**src/rtl/ramtest_pkg.sv**
```systemverilog
// Shared definitions for the SRAM tester sequencer: state encoding and
// default parameter values used by the sequencer and its button debouncer.
package ramtest_pkg;

    typedef enum logic [2:0] {
        WAIT_FIRST = 3'd0,
        START_F    = 3'd1,
        RUN_F      = 3'd2,
        START_S    = 3'd3,
        RUN_S      = 3'd4,
        CHECK      = 3'd5,
        STOPPED    = 3'd6
    } seq_state_t;

    localparam int DEF_DEBOUNCE_CYCLES = 65536;
    localparam int DEF_START_TIMEOUT   = 1024;
    localparam int DEF_BLINK_BITS      = 22;

endpackage

```
**src/rtl/btn_debounce.sv**
```systemverilog
// Button conditioner: 2-flop synchronizer on the raw active-low button,
// a stability counter, and a one-cycle pulse on an accepted press.
module btn_debounce
    import ramtest_pkg::*;
#(
    parameter int DEBOUNCE_CYCLES = DEF_DEBOUNCE_CYCLES
) (
    input  logic clk,
    input  logic rst,
    input  logic btn_n,
    output logic press
);

    localparam int CW = $clog2(DEBOUNCE_CYCLES + 1);
    localparam logic [CW-1:0] CNT_LAST = CW'(DEBOUNCE_CYCLES - 1);

    logic          btn_p0;
    logic          btn_p1;
    logic          stable;
    logic [CW-1:0] cnt;

    // Bring the asynchronous button into the clock domain; idle level is released (1).
    always_ff @(posedge clk or posedge rst) begin
        if (rst) begin
            btn_p0 <= 1'b1;
            btn_p1 <= 1'b1;
        end else begin
            btn_p0 <= btn_n;
            btn_p1 <= btn_p0;
        end
    end

    // Accept a new level only after it differs from the stable one for DEBOUNCE_CYCLES cycles.
    always_ff @(posedge clk or posedge rst) begin
        if (rst) begin
            stable <= 1'b1;
            cnt    <= '0;
            press  <= 1'b0;
        end else begin
            press <= 1'b0;
            if (btn_p1 == stable) begin
                cnt <= '0;
            end else if (cnt == CNT_LAST) begin
                stable <= btn_p1;
                cnt    <= '0;
                press  <= ~btn_p1;
            end else begin
                cnt <= cnt + 1'b1;
            end
        end
    end

endmodule

```
**src/rtl/ramtest_sequencer.sv**
```systemverilog
// Sequencer around the 8-bit SRAM tester: alternates fast and slow passes,
// keeps pass/failure statistics, handles pause/button, and drives the LED.
module ramtest_sequencer
    import ramtest_pkg::*;
#(
    parameter int DEBOUNCE_CYCLES = DEF_DEBOUNCE_CYCLES,
    parameter int START_TIMEOUT   = DEF_START_TIMEOUT,
    parameter int BLINK_BITS      = DEF_BLINK_BITS,
    parameter int STOP_ON_FAIL    = 1
) (
    input  logic       clk,
    input  logic       rst,
    input  logic       btn_n,
    input  logic       pause,
    input  logic       test_in_progress,
    input  logic       test_result,
    output logic       rstf,
    output logic       rsts,
    output logic       hold,
    output logic [7:0] pass_count,
    output logic       fail_fast,
    output logic       fail_slow,
    output logic       err_timeout,
    output logic       running,
    output logic       led
);

    localparam int TW = $clog2(START_TIMEOUT + 1);
    localparam logic [TW-1:0] TMO_LOAD = TW'(START_TIMEOUT - 1);

    seq_state_t            state;
    logic [TW-1:0]         tmo_cnt;
    logic                  fast_ok;
    logic                  from_slow;
    logic                  press;
    logic                  press_pending;
    logic                  pause_p0;
    logic                  pause_p1;
    logic                  any_flag;
    logic [BLINK_BITS-1:0] blink_cnt;

    // Saturating increment for the pass counter.
    function automatic logic [7:0] sat_inc8(input logic [7:0] v);
        return (v == 8'hFF) ? v : v + 8'd1;
    endfunction

    btn_debounce #(
        .DEBOUNCE_CYCLES(DEBOUNCE_CYCLES)
    ) u_btn (
        .clk   (clk),
        .rst   (rst),
        .btn_n (btn_n),
        .press (press)
    );

    assign any_flag = fail_fast | fail_slow | err_timeout;
    assign hold     = pause_p1;

    // Pause switch synchronizer; its second stage freezes the tester and the sequencer.
    always_ff @(posedge clk or posedge rst) begin
        if (rst) begin
            pause_p0 <= 1'b0;
            pause_p1 <= 1'b0;
        end else begin
            pause_p0 <= pause;
            pause_p1 <= pause_p0;
        end
    end

    // Main sequencing FSM with registered restart requests and statistics.
    always_ff @(posedge clk or posedge rst) begin
        if (rst) begin
            state         <= WAIT_FIRST;
            rstf          <= 1'b0;
            rsts          <= 1'b0;
            tmo_cnt       <= '0;
            fast_ok       <= 1'b0;
            from_slow     <= 1'b0;
            pass_count    <= 8'd0;
            fail_fast     <= 1'b0;
            fail_slow     <= 1'b0;
            err_timeout   <= 1'b0;
            running       <= 1'b1;
            press_pending <= 1'b0;
        end else begin
            if (press) begin
                press_pending <= 1'b1;
            end
            if (!hold) begin
                case (state)
                    WAIT_FIRST: begin
                        // The tester starts a fast pass by itself at power-up; join it if running.
                        if (test_in_progress) begin
                            state <= RUN_F;
                        end else begin
                            state   <= START_F;
                            rstf    <= 1'b1;
                            tmo_cnt <= TMO_LOAD;
                        end
                    end
                    START_F: begin
                        if (test_in_progress) begin
                            rstf  <= 1'b0;
                            state <= RUN_F;
                        end else if (tmo_cnt == '0) begin
                            rstf        <= 1'b0;
                            err_timeout <= 1'b1;
                            running     <= 1'b0;
                            state       <= STOPPED;
                        end else begin
                            tmo_cnt <= tmo_cnt - 1'b1;
                        end
                    end
                    START_S: begin
                        if (test_in_progress) begin
                            rsts  <= 1'b0;
                            state <= RUN_S;
                        end else if (tmo_cnt == '0) begin
                            rsts        <= 1'b0;
                            err_timeout <= 1'b1;
                            running     <= 1'b0;
                            state       <= STOPPED;
                        end else begin
                            tmo_cnt <= tmo_cnt - 1'b1;
                        end
                    end
                    RUN_F: begin
                        if (!test_in_progress) begin
                            fast_ok   <= test_result;
                            fail_fast <= fail_fast | ~test_result;
                            from_slow <= 1'b0;
                            state     <= CHECK;
                        end
                    end
                    RUN_S: begin
                        if (!test_in_progress) begin
                            fail_slow <= fail_slow | ~test_result;
                            if (test_result && fast_ok) begin
                                pass_count <= sat_inc8(pass_count);
                            end
                            from_slow <= 1'b1;
                            state     <= CHECK;
                        end
                    end
                    CHECK: begin
                        if (press_pending) begin
                            pass_count    <= 8'd0;
                            fail_fast     <= 1'b0;
                            fail_slow     <= 1'b0;
                            err_timeout   <= 1'b0;
                            press_pending <= press;
                            rstf          <= 1'b1;
                            tmo_cnt       <= TMO_LOAD;
                            state         <= START_F;
                        end else if ((STOP_ON_FAIL != 0) && any_flag) begin
                            running <= 1'b0;
                            state   <= STOPPED;
                        end else if (from_slow) begin
                            rstf    <= 1'b1;
                            tmo_cnt <= TMO_LOAD;
                            state   <= START_F;
                        end else begin
                            rsts    <= 1'b1;
                            tmo_cnt <= TMO_LOAD;
                            state   <= START_S;
                        end
                    end
                    STOPPED: begin
                        if (press_pending) begin
                            pass_count    <= 8'd0;
                            fail_fast     <= 1'b0;
                            fail_slow     <= 1'b0;
                            err_timeout   <= 1'b0;
                            press_pending <= press;
                            running       <= 1'b1;
                            rstf          <= 1'b1;
                            tmo_cnt       <= TMO_LOAD;
                            state         <= START_F;
                        end
                    end
                    default: begin
                        state <= WAIT_FIRST;
                    end
                endcase
            end
        end
    end

    // Free-running blink counter; its MSB is the blink phase.
    always_ff @(posedge clk or posedge rst) begin
        if (rst) begin
            blink_cnt <= '0;
        end else begin
            blink_cnt <= blink_cnt + 1'b1;
        end
    end

    // Status LED: dark on any failure, solid when stopped clean, blinking while running.
    always_ff @(posedge clk or posedge rst) begin
        if (rst) begin
            led <= 1'b0;
        end else if (any_flag) begin
            led <= 1'b0;
        end else if (running) begin
            led <= blink_cnt[BLINK_BITS-1];
        end else begin
            led <= 1'b1;
        end
    end

endmodule

```
**config.mk**
```make
export PLATFORM = sky130hd
export DESIGN_NAME = ramtest_sequencer
export DESIGN_NICKNAME = d
export VERILOG_FILES = /design/src/rtl/ramtest_pkg.sv /design/src/rtl/btn_debounce.sv /design/src/rtl/ramtest_sequencer.sv
export SDC_FILE = /design/constraint.sdc
export NUM_CORES = 1
export LEC_CHECK = 0
export CORE_MARGIN = 5
export CORE_UTILIZATION = 55
export CTS_BUF_LIST = sky130_fd_sc_hd__clkbuf_16
export DETAILED_ROUTE_END_ITERATION = 8
export DONT_BUFFER_PORTS = 1
export GPL_TIMING_DRIVEN = 0
export PLACE_DENSITY_LB_ADDON = 0.12
export SLEW_MARGIN = 10
export SYNTH_ARGS = -nofsm -noshare
export SYNTH_HDL_FRONTEND = slang
export SYNTH_HIERARCHICAL = 1
export SYNTH_SLANG_ARGS = --single-unit
```
**constraint.sdc**
```tcl
create_clock -name clk -period 3.6 [get_ports clk]
set_input_delay 0.36 -clock clk [delete_from_list [all_inputs] [get_ports clk]]
set_output_delay 0.36 -clock clk [all_outputs]
set_load 0.005 [all_outputs]
```
Word-level counts from Yosys, hierarchy flattened
Cells that the tools add are included.
{ "classes": {"n_addsub": 4, "eq_ne": 28, "muxes": 58, "n_bitwise": 9, "reduce_logical": 26} }
{ "ops": {"columns": ["operator", "count"], "rows": [
  ["two-way mux 11 bit", 6],
  ["one-hot mux 11 bit (4 select lines)", 1],
  ["two-way mux 17 bit", 2],
  ["two-way mux 8 bit", 4],
  ["two-way mux 1 bit", 27],
  ["inequality test 2 bit (second input constant)", 13],
  ["adder 22 x 1 -> 22 bit (second input constant)", 1],
  ["two-way mux 3 bit", 7],
  ["AND reduction 7 bit", 3],
  ["one-hot mux 3 bit (6 select lines)", 1],
  ["adder 17 x 1 -> 17 bit (second input constant)", 1],
  ["equality test 17 x 16 -> 1 bit (second input constant)", 1],
  ["one-hot mux 8 bit (2 select lines)", 1],
  ["inequality test 3 bit (second input constant)", 4],
  ["AND reduction 4 bit", 3],
  ["AND reduction 6 bit", 2],
  ["logical NOT 11 bit", 1],
  ["subtractor 11 x 1 -> 11 bit (second input constant)", 1],
  ["one-hot mux 1 bit (2 select lines)", 5],
  ["nonzero test 2 bit", 5],
  ["equality test 3 bit (second input constant)", 3],
  ["adder 8 x 1 -> 8 bit (second input constant)", 1],
  ["equality test 8 bit (second input constant)", 1],
  ["nonzero test 4 bit", 2],
  ["16 further kinds", 29]
]} }
{ "totals": {"ff_bits": 77, "input_bits": 6, "out_inout_bits": 16, "word_cells": 146} }

Logic depth before layout (Yosys ltp)
{ "logic_depth": {"depth_word": 5, "depth_mapped": 8, "depth_no_buf": 7} }

By module
The synthesis kept the hierarchy.
{ "modules_own_cells": {"columns": ["mod", "n_inst", "cells_per_inst", "area_each_um2", "seq_area_each_um2"], "rows": [
  ["ramtest_sequencer", 1, 305, 2916.5, 1402.6],
  ["btn_debounce", 1, 89, 957.2, 529.3]
]} }

Worst setup path after synthesis
Ideal clock, no wire load.
{ "synth_path": {"path_kind": "reg2reg", "start": "register tmo_cnt[0]", "end": "register tmo_cnt[8]", "setup_time_ps": 126, "arrival_ps": 2056, "required_time_ps": 3474, "slack_ps": 1418, "path_stages_with_launch": 7, "path_buffers": 0, "period_less_slack_ps": 2182, "path_cell_list": "dfrtp_1 -> inv_1 -> ha_1 -> or3b_1 -> or2_0 -> or4_1 -> o32a_1"} }
{ "synth_between": {"elab_chain_cells": 4, "word_cells_on_any_way": 7, "cone_classes": "add/sub: 1; eq/ne: 1; mux: 3; reduce/logical: 2"} }
{ "synth_lines": {"columns": ["item", "line", "rtl"], "rows": [
  ["start: declaration", "ramtest_sequencer.sv:32", "logic [TW-1:0] tmo_cnt;"],
  ["start signal: assignment", "ramtest_sequencer.sv:111", "tmo_cnt <= tmo_cnt - 1'b1;"],
  ["start signal: assignment", "ramtest_sequencer.sv:124", "tmo_cnt <= tmo_cnt - 1'b1;"],
  ["subtractor 11 x 1 -> 11 bit", "ramtest_sequencer.sv:111, ramtest_sequencer.sv:124", null],
  ["two-way mux 11 bit", "ramtest_sequencer.sv:105, ramtest_sequencer.sv:118", null],
  ["two-way mux 11 bit", "ramtest_sequencer.sv:115", "if (test_in_progress) begin"],
  ["one-hot mux 11 bit (4 select lines)", "ramtest_sequencer.sv:90", "case (state)"]
]} }
Parallel ways exist; a longest one is shown, timed or not. The select of a mux whose other input is x is not followed.
A chain may end at the register's enable or synchronous reset.

Worst setup path after layout
{ "layout_path": {"start": "register tmo_cnt[0]", "end": "register tmo_cnt[7]"} }
Same word-level chain as after synthesis.

==> summary.md <==
| Metric | Value |
|---|---|
| Outcome | `completed` |
| Gpl congestion | `0.871` |
| Post_cts resized | `0` |
| Final setup violation count | `0` |
| Critical path class | `reg -> reg` |
| First-pass GRT wire length | `about 14000 um` |
| Worst hold path class | `in -> reg` |
| Fmax | `approximately 420 MHz` |
| CTS Buffer Depth | `2` |
| Crit path time final | `2360 ps` |
| Final-layout fill cell count | `582` |
| Max-slew violation count | `0` |
| CP max FO | `5` |
| Synth Flop Type | `dfrtp_1` |
| P per Cell Area | `584 nW/um^2` |
| Setup bufs post-CTS | `0` |
| Largest net degree at the start of global routing | `32` |
| GRT overflow | `0` |
| Synth Area per Inst | `9.83 sq um` |
| Vias per inst | `approximately 5.9` |
| Crit path capture type | `register` |
| FP Rows | `30` |
| First-pass DRT Iterations | `5` |
| Worst clock skew | `7.14 ps` |
| # IOs | `22` |
| Max transition margin | `between 30 and 40%` |
| Pleak | `roughly 1.7 nW` |
| Syn Nets | `between 400 and 500` |
| Synthesized cell area | `3870 sq um` |
| Post-synth EDFFs | `0` |
| Diodes inserted | `0` |
| Most frequent cells in the layout | `dfrtp_1 (73), nor2_1 (34), xnor2_1 (28), nand3_1 (27), nand2_1 (27)` |
| Drt drc | `0` |
| Synth warnings | `6` |
| Die X-Extent | `93.9 um` |
| RSZ-0062 raised after global routing | `no` |
| WP data required | `3750 ps` |
| PortBufs | `0` |
| Clock root buffer | `clkbuf_16` |
| Share of post-route cells with drive strength above 1 | `8.74%` |
| Initial Util | `56.7%` |
| # H-tree levels | `3` |
| Synth Register Bits | `77` |
| CTS tree | `built` |
| CTS sink cnt | `77` |
| Clk_lat worst skew | `330 ps` |
| Vias in the first global route | `about 2900` |
| DR iter-0 viols | `182` |
| Slew @ Worst Pin | `1030 ps` |
| Max Cap Viol | `0` |
| DIE AREA | `8820 sq um` |
| Multi-input gate area | `1830 sq um` |
| Final nets | `417` |
| Area growth, synth to finish | `11.0%` |
| DPL Wire Length | `5650 um` |
| Fin. Hold Viols | `0` |
| Worst VDD drop | `0.000401 V` |
| DRT antenna net count | `0` |
| CP Data Arrival Time | `2500 ps` |
| Final core occ | `63.0%` |
| Worst setup SP type | `register` |
| Ys async rst share | `100%` |
| DR WL/cell | `about 15 um` |
| Seq/Total Area, Yosys | `49.9%` |
| Fin crit share | `between 60% and 70%` |
| Setup TNS | `0 ps` |
| Total core area | `roughly 6800 sq um` |
| Most common cell after layout, fill and taps aside | `dfrtp_1` |
| Antenna violations before repair | `0` |
| Total CTS buffers | `9` |
| DR vias | `3016` |
| Clock slew at reported path FFs | `60 ps` |
| Reg area | `1930 sq um` |
| Die Y | `around 94 um` |
| Total track usage | `19.4%` |
| Drt total wl | `7860 um` |
| Cell variety after synth | `between 50 and 60` |
| Cell count after synthesis | `394` |
[registers in the layout, summed over array words and instances, names as in the netlist, 3 cells and up]
signal / cells
blink_cnt: 22
state: 3
tmo_cnt: 11
pass_count: 8
u_btn/cnt: 17
[synth_stat cells, drive strengths merged (2+ instances only)]
cell | n | area, sq um
a41oi | 3 | 26.3
nor3 | 13 | 65.1
a21oi | 18 | 90.1
nor4 | 7 | 43.8
o41ai | 3 | 33.8
o211ai | 2 | 15.0
a21o | 4 | 30.0
a31oi | 12 | 75.1
or3 | 4 | 25.0
dfrtp | 73 | 1830
mux2 | 3 | 37.5
a211o | 2 | 17.5
buf | 4 | 26.3
and3 | 9 | 56.3
inv | 15 | 56.3
clkbuf | 8 | 30.0
nand3b | 2 | 15.0
a211oi | 2 | 15.0
or4 | 7 | 63.8
nand2b | 4 | 25.0
nand4b | 2 | 17.5
ha | 4 | 50.1
and4 | 2 | 17.5
nand2 | 27 | 101
xnor2 | 28 | 245
nor3b | 2 | 15.0
or2 | 2 | 12.5
xor2 | 7 | 61.3
nor2 | 34 | 128
dfstp | 4 | 105
o31ai | 11 | 82.6
nand4 | 9 | 62.6
o21ai | 19 | 95.1
a21boi | 3 | 22.5
nor2b | 3 | 18.8
nand3 | 28 | 145
o21a | 5 | 37.5
[kinds of logic (layout without fill, tap and decap cells)]
family / Yosys count / in the layout / share of synthesized area, %
buffers and inverters: 27 / 45 / 2.91
XOR/XNOR: 35 / 35 / 7.91
flip-flops: 77 / 77 / 49.9
multiplexers: 3 / 3 / 0.969
adder cells (fa/ha/maj): 4 / 4 / 1.29
AND/OR/NAND/NOR: 157 / 157 / 21.4
AO/OA/AOI/OAI: 91 / 91 / 15.7
[cell type report]
type                    count  area share, %
flip-flops and latches     77           44.9
multi-input cells         290           42.5
clock buffers               9           5.24
well taps                  96           2.79
plain buffers              12           1.31
inverters                  15           1.31
clock inverters             7           1.22
repair buffers              2          0.698
[final timing paths]
path                             from  slack [ps]            end  cells past startpoint
min                             btn_n          30   u_btn/btn_p0                      0
min in group asynchronous         rst          50  u_btn/cnt[15]                      1
max in group asynchronous         rst        2430        running                      3
max reg2reg                tmo_cnt[0]        1240     tmo_cnt[7]                      7
max                        tmo_cnt[0]        1240     tmo_cnt[7]                      7
min reg2reg                  pause_p0         340           hold                      0
[routing by layer]
metal	wire length (um)	global-route usage, %	up-vias	part of all wire, %
met5	0	0	-	0
met4	99	6.98	0	1.3
met3	333	4.73	12	4.2
met2	3720	30.0	72	47
met1	3710	26.6	1468	47
li1	-	-	1464	-
[metrics by stage]
stage               instance area, sq um  std cells  setup slack [ps]  total power [mW]  hold WS (ps)
floorplan                           3870        394              1420              1.53           331
global placement                    3990        490              1270              1.67           332
detailed placement                  4010        491              1280              1.69           336
CTS                                 4300        508              1260              2.52          16.4
global route                        4300        508              1050              2.66          13.2
finish                              4300        508              1240              2.51          26.3
[what timing repair did]
| item | in CTS | in global routing |
|---|---|---|
| hold buffers | 1 | 0 |
| endpoints found under the hold margin | 25 | 0 |
| setup endpoints to repair | 0 | 0 |
[where the power goes]
group / leakage [nW] / internal [mW] / switching, mW
clock: 0.129 / 0.468 / 0.358
sequential: 0.974 / 0.972 / 0.109
combinational: 0.631 / 0.218 / 0.387
[critical path: stages (launching register included)]
cell     delay [ps]
dfrtp_1         400
inv_1            70
ha_1            190
or3b_1          430
nor4_1          690
o31ai_1         150
a21oi_1         170
a31oi_1          70
(Power assumes the default switching activity.)
